===== src/rtl/ram_pkg.sv =====
// Shared definitions for the RAM controller: FSM state encodings and default geometry.
package ram_pkg;

  localparam int DEF_WIDTH = 8;
  localparam int DEF_ADDR  = 4;

  typedef enum logic {
    ST_IDLE  = 1'b0,
    ST_CLEAR = 1'b1
  } state_e;

endpackage


===== src/rtl/ram_core.sv =====
// Simple dual-port storage: one write port and one registered read port.
// The array itself is never reset; only the read-data register is.
module ram_core #(
  parameter int WIDTH = 8,
  parameter int ADDR  = 4
) (
  input  logic             i_clk,
  input  logic             i_rst,
  input  logic             i_we,
  input  logic [ADDR-1:0]  i_waddr,
  input  logic [WIDTH-1:0] i_wdata,
  input  logic             i_re,
  input  logic [ADDR-1:0]  i_raddr,
  output logic [WIDTH-1:0] o_rdata
);

  localparam int DEPTH = 1 << ADDR;

  logic [WIDTH-1:0] mem [DEPTH];
  logic [WIDTH-1:0] rdata_d, rdata_q;

  // The read samples the array before this edge's write lands, giving read-before-write.
  always_comb begin
    rdata_d = rdata_q;
    if (i_re) rdata_d = mem[i_raddr];
  end

  always_ff @(posedge i_clk) begin
    if (i_we) mem[i_waddr] <= i_wdata;
  end

  always_ff @(posedge i_clk) begin
    if (i_rst) rdata_q <= '0;
    else       rdata_q <= rdata_d;
  end

  assign o_rdata = rdata_q;

endmodule


===== src/rtl/ram_ctrl.sv =====
// RAM controller: passes reads/writes to ram_core while idle and runs a
// zeroing sweep over every address after reset or on a clear request.
module ram_ctrl
  import ram_pkg::*;
#(
  parameter int WIDTH = DEF_WIDTH,
  parameter int ADDR  = DEF_ADDR
) (
  input  logic             i_clk,
  input  logic             i_rst,
  input  logic             i_wen,
  input  logic [ADDR-1:0]  i_waddr,
  input  logic [WIDTH-1:0] i_wdata,
  input  logic             i_ren,
  input  logic [ADDR-1:0]  i_raddr,
  output logic [WIDTH-1:0] o_rdata,
  output logic             o_rvalid,
  input  logic             i_clr,
  output logic             o_busy
);

  localparam logic [ADDR:0] LAST_ADDR = {1'b0, {ADDR{1'b1}}};

  state_e          state_d, state_q;
  logic [ADDR:0]   cnt_d, cnt_q;
  logic            rvalid_d, rvalid_q;

  logic            core_we;
  logic [ADDR-1:0] core_waddr;
  logic [WIDTH-1:0] core_wdata;
  logic            core_re;

  always_comb begin
    state_d    = state_q;
    cnt_d      = cnt_q;
    rvalid_d   = 1'b0;
    core_we    = 1'b0;
    core_waddr = i_waddr;
    core_wdata = i_wdata;
    core_re    = 1'b0;
    if (!i_rst) begin
      case (state_q)
        ST_IDLE: begin
          core_we  = i_wen;
          core_re  = i_ren;
          rvalid_d = i_ren;
          if (i_clr) begin
            state_d = ST_CLEAR;
            cnt_d   = '0;
          end
        end
        ST_CLEAR: begin
          // Requests are ignored; the counter's extra bit keeps it from wrapping into a re-clear.
          core_we    = 1'b1;
          core_waddr = cnt_q[ADDR-1:0];
          core_wdata = '0;
          cnt_d      = cnt_q + (ADDR+1)'(1);
          if (cnt_q == LAST_ADDR) state_d = ST_IDLE;
        end
        default: state_d = ST_IDLE;
      endcase
    end
  end

  always_ff @(posedge i_clk) begin
    if (i_rst) begin
      state_q  <= ST_CLEAR;
      cnt_q    <= '0;
      rvalid_q <= 1'b0;
    end else begin
      state_q  <= state_d;
      cnt_q    <= cnt_d;
      rvalid_q <= rvalid_d;
    end
  end

  ram_core #(
    .WIDTH (WIDTH),
    .ADDR  (ADDR)
  ) u_core (
    .i_clk   (i_clk),
    .i_rst   (i_rst),
    .i_we    (core_we),
    .i_waddr (core_waddr),
    .i_wdata (core_wdata),
    .i_re    (core_re),
    .i_raddr (i_raddr),
    .o_rdata (o_rdata)
  );

  assign o_rvalid = rvalid_q;
  assign o_busy   = (state_q == ST_CLEAR);

endmodule


===== config.mk =====
export PLATFORM = sky130hd
export DESIGN_NAME = ram_ctrl
export DESIGN_NICKNAME = d
export VERILOG_FILES = /design/src/rtl/ram_pkg.sv /design/src/rtl/ram_core.sv /design/src/rtl/ram_ctrl.sv
export SDC_FILE = /design/constraint.sdc
export NUM_CORES = 1
export LEC_CHECK = 0
export BUFFER_PORTS_ARGS = -buffer_cell sky130_fd_sc_hd__buf_4
export CAP_MARGIN = 10
export CORE_AREA = 2 2 105 107
export CTS_CLUSTER_DIAMETER = 200
export DETAILED_ROUTE_END_ITERATION = 6
export DIE_AREA = 0 0 107 109
export PLACE_DENSITY = 0.72
export SKIP_LAST_GASP = 1
export SLEW_MARGIN = 20
export SYNTH_ARGS = -nofsm -noshare
export SYNTH_HDL_FRONTEND = slang
export SYNTH_SLANG_ARGS = --single-unit

===== constraint.sdc =====
create_clock -name i_clk -period 2.8 [get_ports i_clk]
set_clock_uncertainty 0.2 [all_clocks]
set_input_delay 0.56 -clock i_clk [delete_from_list [all_inputs] [get_ports i_clk]]
set_output_delay 0.56 -clock i_clk [all_outputs]
set_load 0.02 [all_outputs]

* Word-level counts from Yosys, hierarchy flattened
Memory sizes are Yosys's and may differ from the RTL's. A register that Yosys moved wholly into a read port is not among the register bits.
Index checks and enable logic that the tools add are counted.
** Word-level totals
- Register bits after elaboration :: 7
- Bits in writable memories :: 128
- Bits of input ports :: 21
- Output and inout port bits :: 10
- Word-level logic and storage cells :: 23
- Memories kept :: 1
** Memory list
- u_core.mem :: words 16, bits a word 8, rd ports 1, clocked after memory_dff 1, write ports 1, line ram_core.sv:19 : logic [WIDTH-1:0] mem [DEPTH];
** Cells by class
- Add/sub/neg operators :: 1
- Equality and inequality tests :: 2
- Muxes and demuxes :: 15
- Bitwise logic cells :: 1
** Operators by type and width (count)
- $mux 8 :: 2
- $pmux 5 s2 :: 1
- $mux 4 :: 2
- $mux 1 :: 7
- $add 5x1->5 const B :: 1
- $eq 5x4->1 const B :: 1
- $mux 5 :: 1
- $pmux 1 s2 :: 2
- $ne 2x2->1 const B :: 1
- $not 1->1 :: 1

* Logic depth before layout (Yosys ltp)
- Depth after elaboration :: 5
- Mapped depth :: 6
- Mapped depth without buffers :: 6

* Cells and area by module
From an unflattened synthesis, not the netlist that was laid out.
** Second synthesis, totals
- Cell total of the unflattened synthesis :: 366
- Area total of the unflattened synthesis :: 5796.8 µm²
** Modules (own cells, without submodules)
- ram_core :: instances 1, cells each 316, area an instance 5343.9 µm², sequential area each 4003.8 µm²
- ram_ctrl :: instances 1, cells each 50, area an instance 452.9 µm², sequential area each 140.1 µm²

* Worst setup path after synthesis
No wires, ideal clock.
- Path kind :: input to register
- Start point :: input i_rst
- End point :: memory u_core.mem[1][0] (enable)
- Setup time :: 370 ps
- Arrival time :: 1715 ps
- Data required time :: 2230 ps
- Setup slack :: 515 ps
- Stages on the path :: 5
- Buffers on the path :: 2
- Path through :: nand2b_1 clkbuf_1 clkbuf_1 a31oi_1 nor2_1
** Between the ends
- Longest elaborated chain between the ends :: 3
- Elaborated cells between the ends (all ways) :: 4
- Classes of those cells :: 4 x mux
** RTL lines
- start, declared :: line ram_ctrl.sv:10 : input logic i_rst,
- $mux 1 :: line ram_ctrl.sv:41 : if (!i_rst) begin
- $mux 1 :: line ram_core.sv:29 : if (i_we) mem[i_waddr] <= i_wdata;
- $mux 1 (not written as such) :: line ram_core.sv:29
- end, declared :: line ram_core.sv:19
Parallel ways exist; a longest one is shown, timed or not.

* Final worst setup path
- Start point :: register state_q, in the netlist o_busy
- End point :: memory u_core.mem[11][3] (enable)
** Between the ends
- Longest elaborated chain between the ends :: 5
- Elaborated cells between the ends (all ways) :: 7
- Classes of those cells :: 6 x mux; 1 x bitwise
** RTL lines
- start, declared :: line ram_ctrl.sv:24 : state_e state_d, state_q;
- start signal, assigned :: line ram_ctrl.sv:71 : state_q <= state_d;
- $not 1->1
- $pmux 1 s2 :: line ram_ctrl.sv:42 : case (state_q)
- $mux 1 :: line ram_ctrl.sv:41
- $mux 1 :: line ram_core.sv:29
- $mux 1 (not written as such) :: line ram_core.sv:29
Parallel ways exist; a longest one is shown, timed or not.

==> flow_summary.json <==
{
  "path_class": "flop to flop",
  "cts_buffers": 17,
  "power_mw": 4.73,
  "layout_commonest_cell": "edfxtp_1",
  "path_max_fanout": 8,
  "hold_slack_ps": 108,
  "critical_path.endpoint_type": "flop",
  "post-route-cell-area_um2": 6690,
  "core_um2": 10600,
  "antenna_found_initial": 0,
  "multiInputGateArea_um2": 1450,
  "gr-total-overflow": 0,
  "initial_core_util": 0.539,
  "wl_mm": 11.0,
  "layout_common_cells": "edfxtp_1 (128), buf_4 (43), nor2_1 (22)",
  "dpl_worst_slack_ps": 104,
  "worst_slack_ps": 458,
  "r2r_setup_slack_ps": 460,
  "maxSlewViolCount": 0,
  "htreeDepth": 4,
  "max_stage_delay_ps": 650,
  "die_w_um": 107,
  "cts_setup_buffers": 0,
  "vias": 2909,
  "drtIter0Drc": 218,
  "cts_tree": "built",
  "ctsHoldBuffers": 0,
  "wl_per_cell_um": 22.0,
  "first_pass_iters": 5,
  "fillers": 712,
  "path_buf_inv": 0,
  "rows": 38,
  "n_antenna_cell": 0,
  "clock.fmax_mhz": 427,
  "reg2reg_depth": 4,
  "cts.sinks": 143,
  "die_area_um2": 11700,
  "relSlewSlack": 0.461,
  "crit_start": "o_busy$_SDFF_PP1_",
  "crit_chain": "or3b_1 > a21oi_1 > nand2_1 > nor2_1",
  "place_congestion": 0.848,
  "finalSetupViolCount": 0,
  "syn_nets": 321,
  "fin_tns_setup_ps": 0,
  "clkTransAtPathRegs_ps": 60,
  "clk_path_buf_depth": 2,
  "grt_max_degree": 33,
  "fin_crit_sh": 0.836,
  "cp-start-kind": "flop",
  "grt_pass1_wl_mm": 16.8,
  "endpoint": "u_core.mem[11][3]$_DFFE_PP_",
  "grtUsageTotal": 0.205,
  "stdcell_count": 498,
  "maxCapViolCount": 0,
  "cts_root_buffer": "clkbuf_8",
  "dpl_cell_area_um2": 6110,
  "placedCellCount": 466,
  "hp-class": "input port to flop",
  "drc": 0,
  "rsz0062_at_grt": "false",
  "ff_latch_area_um2": 4140,
  "worstSkewPairLatency_ps": 530,
  "status": "finished clean",
  "syn_inst": 298,
  "crit_required_ps": 2760,
  "syn_area_um2": 5710,
  "period_needed_ps": 2340,
  "yosysSeqAreaShare": 0.725,
  "synth_warnings": 0,
  "vias_per_cell": 5.84,
  "powerDensity_nw_per_um2": 707,
  "grt_pass1_vias": 2920,
  "numPortBuffers": 30,
  "worst_slew_pin_slew_ps": 805,
  "cp_top_family": "simple AND/OR/NAND/NOR gates",
  "r2r_end": "u_core.mem[11][3]$_DFFE_PP_",
  "drive_gt1_frac": 0.291,
  "ys_ff_latch": 143,
  "dp_hpwl_mm": 6.86,
  "cts_resized": 0,
  "synth_cell_types": 30,
  "slowest_stage": "nor2_1",
  "fin_util": 0.631,
  "crit_cells": 4,
  "hold_violations": 0,
  "irDropWorstVdd_uv": 390,
  "r2r_start": "o_busy$_SDFF_PP1_",
  "die_h_um": 109,
  "avgSynthCellArea_um2": 19.2,
  "final_nets": 368,
  "area_delta_synth_final_pct": 17.0,
  "ant_nets": 0,
  "p_leak_nw": 2.32,
  "arrival_ps": 2300,
  "io_pins": 31
}
-- layout make-up --
cell class              count  share of cell area
multi-input cells         136               0.217
clock buffers              21              0.0752
inverters                   4             0.00225
clock inverters            11              0.0109
well taps                 140              0.0262
flip-flops and latches    143               0.620
repair buffers             43              0.0483
-- flip-flops by register name (all words and copies together) (netlist names) --
register and flops:
u_core.mem 128, u_core.o_rdata 8, cnt_q 5, o_busy 1
o_rvalid 1
-- kinds of logic after synthesis --
kind of cell | after synthesis | synth area share
flops | 143 | 0.725
fa+ha+maj | 2 | 0.00438
simple gates | 53 | 0.0473
buf+inv | 19 | 0.0201
mux | 51 | 0.170
compound gates | 30 | 0.0329
-- how the worst min path moves through the flow --
stage,start,endpoint,slack [ps],cells past startpoint
6_report,i_clr,cnt_q[4]$_SDFFE_PP0P_,110,3
3_5_place_dp,u_core.o_rdata[0]$_SDFFE_PP0P_,u_core.o_rdata[0]$_SDFFE_PP0P_,290,2
3_3_place_gp,u_core.o_rdata[0]$_SDFFE_PP0P_,u_core.o_rdata[0]$_SDFFE_PP0P_,290,2
5_1_grt,i_clr,cnt_q[4]$_SDFFE_PP0P_,120,3
2_1_floorplan,cnt_q[2]$_SDFFE_PP0P_,cnt_q[2]$_SDFFE_PP0P_,300,2
4_1_cts,i_clr,cnt_q[4]$_SDFFE_PP0P_,90,3
-- where the power goes --
group	leakage (nW)	internal [mW]	switching (mW)
registers	1.30	2.36	0.0131
clock network	0.290	1.27	0.856
logic	0.729	0.102	0.131
total	2.32	3.73	1.00
-- layer usage --
| layer | wire length (um) | track usage |
|---|---|---|
| met1 | 5000 | 0.291 |
| met2 | 5080 | 0.309 |
| met3 | 661 | 0.0466 |
| met4 | 235 | 0.0937 |
| met5 | 0 | 0 |
-- synthesized netlist by cell type --
| master | number | share of area |
|---|---|---|
| a21oi_1 | 5 | 0.0044 |
| mux2_2 | 9 | 0.018 |
| nor3_1 | 2 | 0.0018 |
| buf_1 | 3 | 0.0020 |
| nand3b_1 | 2 | 0.0026 |
| buf_12 | 2 | 0.0070 |
| edfxtp_1 | 128 | 0.67 |
| nand2_1 | 6 | 0.0039 |
| mux4_1 | 13 | 0.060 |
| dfxtp_1 | 15 | 0.053 |
| a22oi_1 | 8 | 0.011 |
| and3_1 | 1 | 0.0011 |
| o31a_1 | 1 | 0.0015 |
| ha_1 | 2 | 0.0044 |
| nor2_1 | 22 | 0.014 |
| mux2i_1 | 10 | 0.018 |
| mux4_2 | 19 | 0.075 |
| buf_6 | 1 | 0.0020 |
| buf_2 | 3 | 0.0026 |
| nand2b_1 | 4 | 0.0044 |
| a41oi_1 | 1 | 0.0015 |
| or2_1 | 1 | 0.0011 |
| a31oi_1 | 5 | 0.0055 |
| a21oi_2 | 1 | 0.0015 |
| or3b_1 | 1 | 0.0015 |
| and2_1 | 9 | 0.0099 |
| nor3b_1 | 5 | 0.0066 |
| inv_1 | 4 | 0.0026 |
| o21ai_1 | 9 | 0.0079 |
| clkbuf_1 | 6 | 0.0039 |
-- worst reg2reg max path: cells and delay by family (launching register included) --
family	cells	cell delay [ps]
compound gates	1	230
simple gates	3	1190
flops	1	340
(Power assumes the default switching activity.)
